### config.mk
export PLATFORM = sky130hd
export DESIGN_NAME = expr_char_class
export DESIGN_NICKNAME = d
export VERILOG_FILES = /design/src/rtl/expr_pkg.sv /design/src/rtl/expr_stream_checker_char_class.sv
export SDC_FILE = /design/constraint.sdc
export NUM_CORES = 1
export LEC_CHECK = 0
export CAP_MARGIN = 0
export CORE_AREA = 3 3 40 42
export DETAILED_ROUTE_END_ITERATION = 7
export DIE_AREA = 0 0 43 45
export GPL_TIMING_DRIVEN = 0
export PLACE_DENSITY = 0.34
export RECOVER_POWER = 100
export SYNTH_ARGS = -nofsm -noshare
export SYNTH_HDL_FRONTEND = slang
export SYNTH_SLANG_ARGS = --single-unit
### constraint.sdc
create_clock -name vclk -period 1.4
set_input_delay 0.42 -clock vclk [all_inputs]
set_output_delay 0.42 -clock vclk [all_outputs]
set_load 0.005 [all_outputs]
### src/rtl/expr_pkg.sv
// Shared types and ASCII constants for the streaming expression checker.
package expr_pkg;

    typedef enum logic [1:0] {
        S_OPND  = 2'd0,
        S_NUM   = 2'd1,
        S_CLOSE = 2'd2,
        S_ERR   = 2'd3
    } state_e;

    typedef enum logic [2:0] {
        C_DIGIT = 3'd0,
        C_OP    = 3'd1,
        C_LP    = 3'd2,
        C_RP    = 3'd3,
        C_SP    = 3'd4,
        C_OTHER = 3'd5
    } cls_e;

    localparam logic [7:0] ASC_0     = 8'h30;
    localparam logic [7:0] ASC_9     = 8'h39;
    localparam logic [7:0] ASC_PLUS  = 8'h2B;
    localparam logic [7:0] ASC_MINUS = 8'h2D;
    localparam logic [7:0] ASC_STAR  = 8'h2A;
    localparam logic [7:0] ASC_SLASH = 8'h2F;
    localparam logic [7:0] ASC_LP    = 8'h28;
    localparam logic [7:0] ASC_RP    = 8'h29;
    localparam logic [7:0] ASC_SP    = 8'h20;

    function automatic logic is_digit(input logic [7:0] ch);
        return (ch >= ASC_0) && (ch <= ASC_9);
    endfunction

endpackage

### src/rtl/expr_stream_checker_char_class.sv
// Combinational ASCII character classifier; '-' and '/' are operators only when enabled.
module expr_char_class
    import expr_pkg::*;
#(
    parameter bit ALLOW_SUB_DIV = 1'b1
) (
    input  logic [7:0] in,
    output cls_e       cls
);

    logic sub_div_s;

    assign sub_div_s = ALLOW_SUB_DIV && ((in == ASC_MINUS) || (in == ASC_SLASH));

    // Map one character onto its grammar class
    always_comb begin
        cls = C_OTHER;
        if (is_digit(in)) begin
            cls = C_DIGIT;
        end else if ((in == ASC_PLUS) || (in == ASC_STAR) || sub_div_s) begin
            cls = C_OP;
        end else if (in == ASC_LP) begin
            cls = C_LP;
        end else if (in == ASC_RP) begin
            cls = C_RP;
        end else if (in == ASC_SP) begin
            cls = C_SP;
        end else begin
            cls = C_OTHER;
        end
    end

endmodule

# Yosys cells after proc, flatten, opt, wreduce, memory -nomap -nowiden
# Cells that the tools add are included.
word_totals:
  regBits: 0
  output_inout_bits: 3
  elab_cells: 18
classes:
  magnitude_cmp: 2
  n_eq_ne: 7
  n_mux: 5
  n_reduce_logical: 4
op_table:
  columns: ["operator", "count"]
  rows:
  - ["8-bit by 6-bit equality test with 1-bit output (second input constant)", 7]
  - ["3-bit two-way mux", 4]
  - ["8-bit by 6-bit >= comparator with 1-bit output (second input constant)", 1]
  - ["8-bit by 6-bit less-or-equal comparator with 1-bit output (second input constant)", 1]
  - ["1-bit logical OR", 3]
  - ["1-bit logical AND", 1]
  - ["1-bit two-way mux", 1]

# Logic depth before layout (Yosys ltp)
depth:
  ltp_word: 6
  depth_mapped: 3

# Worst setup path after synthesis
# No wires, ideal clock.
synth_path:
  path_kind: "input port to output port"
  startpoint: "in in[0]"
  endpoint: "out cls[2]"
  arrival_ns: 0.843
  t_required_ns: 0.980
  slack_ns: 0.137
  path_stages: 3
  path_cell_list: "nor2b_1 > o21a_1 > o21ai_1"
synth_via:
  elab_chain_cells: 5
synth_lines:
  columns: ["element", "line_no", "source"]
  rows:
  - ["start: declaration", "expr_stream_checker_char_class.sv:7", "input logic [7:0] in,"]
  - ["8-bit by 6-bit equality test with 1-bit output (on tied branches)", "expr_stream_checker_char_class.sv:24, expr_stream_checker_char_class.sv:13, expr_stream_checker_char_class.sv:20", null]
  - ["3-bit two-way mux, or another cell as far along", "expr_stream_checker_char_class.sv:24", "end else if (in == ASC_RP) begin"]
  - ["3-bit two-way mux or 1-bit logical OR (tied branches)", "expr_stream_checker_char_class.sv:22, expr_stream_checker_char_class.sv:20", null]
  - ["3-bit two-way mux", "expr_stream_checker_char_class.sv:20", "end else if ((in == ASC_PLUS) || (in == ASC_STAR) || sub_div_s) begin"]
  - ["3-bit two-way mux *", "expr_stream_checker_char_class.sv:18", "if (is_digit(in)) begin"]
  - ["end: declaration", "expr_stream_checker_char_class.sv:8", "output cls_e cls"]
# Every way passes the cells marked *; elsewhere a longest branch is shown, timed or not.

# Worst setup path after layout
# Same ends and word-level chain as after synthesis.

==> reports/results.tsv <==
stage	metric	value	unit
route	drt total wl	379	um
yosys	Synth cell types	8	
place	Buffers on Ports	11	
yosys	Synthesized Nets	18	
sta	setup TNS	-102	ps
layout	Ant. Diodes	0	
global_routing	initial antenna violation count	0	
route	Pre-antenna DRT Iters	1	
setup_path	CP startpoint kind	input pin	
setup_path	Crit Path Category	input pin to output pin	
layout	Seq cells	0	
layout	most frequent cells in the layout	buf_2, buf_6, buf_4	
layout	FF/Latch Area	0	um2
sta	Worst Tran Pin Value	159	ps
die	Core ar.	1280	um2
setup_path	critical path peak fanout	2	
sta	Final setup viols	3	
run	max_cap viols	0	
layout	Non-Filler Cell Area, Final	204	um2
layout	multi-input logic area	98.8	um2
die	num rows	13	
layout	number of nets in the layout	32	
yosys	Ys Warns	0	
route	via/cell ratio	3.32	
outcome	status	complete, but fails checks	
yosys	Mapped Cells	10	
layout	fill count	153	
global_routing	GRT overflow	0	
yosys	mapped cell area	66.3	um2
sta	Final period util	103	%
yosys	Synth Area per Inst	6.63	um2
place	dpl hpwl	277	um
global_routing	all-layer global routing usage	3.98	%
sta	max-slew headroom at the worst pin	89.4	%
yosys	share of the synthesized area in the top cell type	18.9	%
setup_path	Max stage delay on crit path	170	ps
route	Via Count	123	
route	DRC viols	0	
sta	Final Hold Vio Count	0	
place	Final Wtd Congestion	0.680	
global_routing	first-pass GRT wire length	621	um
setup_path	crit-path cells	buf_6 -> nor2b_4 -> o21a_1 -> o21ai_2 -> buf_2	
place	DP Area	195	um2
sta	Final WS setup	-42.5	ps
sta	Final min period	1440	ps
power_and_ir_drop	leakage power	0.0875	nW
power_and_ir_drop	peak supply drop	0.0566	mV
route	post-route ant nets	0	
die	die area	1940	um2
layout	commonest non-fill, non-tap cell in the layout	buf_2	
layout	Layout area overhead	208	%
setup_path	Slowest-stage cell, CP	o21a_1	
sta	RSZ-0062 raised after global routing	true	
layout	layout cell share with drive strength beyond 1	86.4	%
route	routed len/inst	10.2	um
yosys	sequential fraction of the synthesis area	0	%
power_and_ir_drop	Pwr per Cell Area	226	nW/um2
setup_path	Critical Path AT	1020	ps
layout	Layout clock buffers	0	
die	io pins	11	
sta	worst hold slack	1210	ps
die	Initial Util	5.16	%
sta	fin. max-slew vios	0	
layout	post-layout util	15.9	%
global_routing	vias in the first global route	151	
outcome	violated checks	setup timing	
yosys	area leader, netlist	nor2b_1	
min_path	HP Class	input pin to output pin	
global_routing	largest net degree at the start of global routing	5	
sta	fmax	693	MHz
die	die height	45	um
setup_path	crit path capture type	output pin	
die	die width	43	um
route	initial DRC count	0	
setup_path	Worst EP required	980	ps
clock_network	Hold Buf Count CTS	0	
yosys	cells taking the most area after synthesis	nor2b_1, nor3b_2, and4b_1	
[what timing repair did]
item                                    4_1_cts  5_1_grt
pin swaps                                     4        2
gates resized for setup                      50        4
endpoints found under the setup margin        3        3
buffers inserted                              1        0
[through the flow]
step	std cells	total power [mW]	setup slack [ps]
after floorplan	10	0.00995	137
after global placement	36	0.0396	-849
after detailed placement	36	0.0399	-846
after CTS	37	0.0431	-69.8
after global routing	37	0.0501	-88.4
final	37	0.0461	-42.5
[worst paths after layout]
| path | start | to | slack [ps] | cells past startpoint |
|---|---|---|---|---|
| worst max-delay path | in[0] | cls[2] | -40 | 5 |
| worst min-delay path | in[1] | cls[0] | 1210 | 4 |
[Yosys cell counts (all sizes together)]
cell   instances
nor2b          2
o21ai          2
a21oi          1
and4b          1
nor2           1
nor3           1
nor3b          1
o21a           1
[worst max-delay path, delay by kind of cell]
kind	cells	cell delay (ps)
buffers and inverters	2	210
AOI/OAI and AO/OA	2	270
and+or+nand+nor	1	120
[final cells by class]
cell class / instances / share of cell area [%]
repair buffers: 12 / 42.3
well taps: 15 / 9.20
multi-input cells: 10 / 48.5
[per-layer routing]
layer	wire, um	vias to the layer above	part of all wire (%)	global-route usage, %
met5	0	-	0	0
met4	0	0	0	0
met3	47	0	12	1.59
met2	138	10	36	6.29
met1	193	51	51	5.48
li1	-	62	-	-
[power breakdown]
group | internal [mW] | switching (mW)
Sequential | 0 | 0
Combinational | 0.0278 | 0.0182
Clock | 0 | 0
[cell families after synthesis]
family           synth area share, %
AND/OR/NAND/NOR                 66.0
AO/OA/AOI/OAI                   34.0
Power figures use the tool's default switching activity.
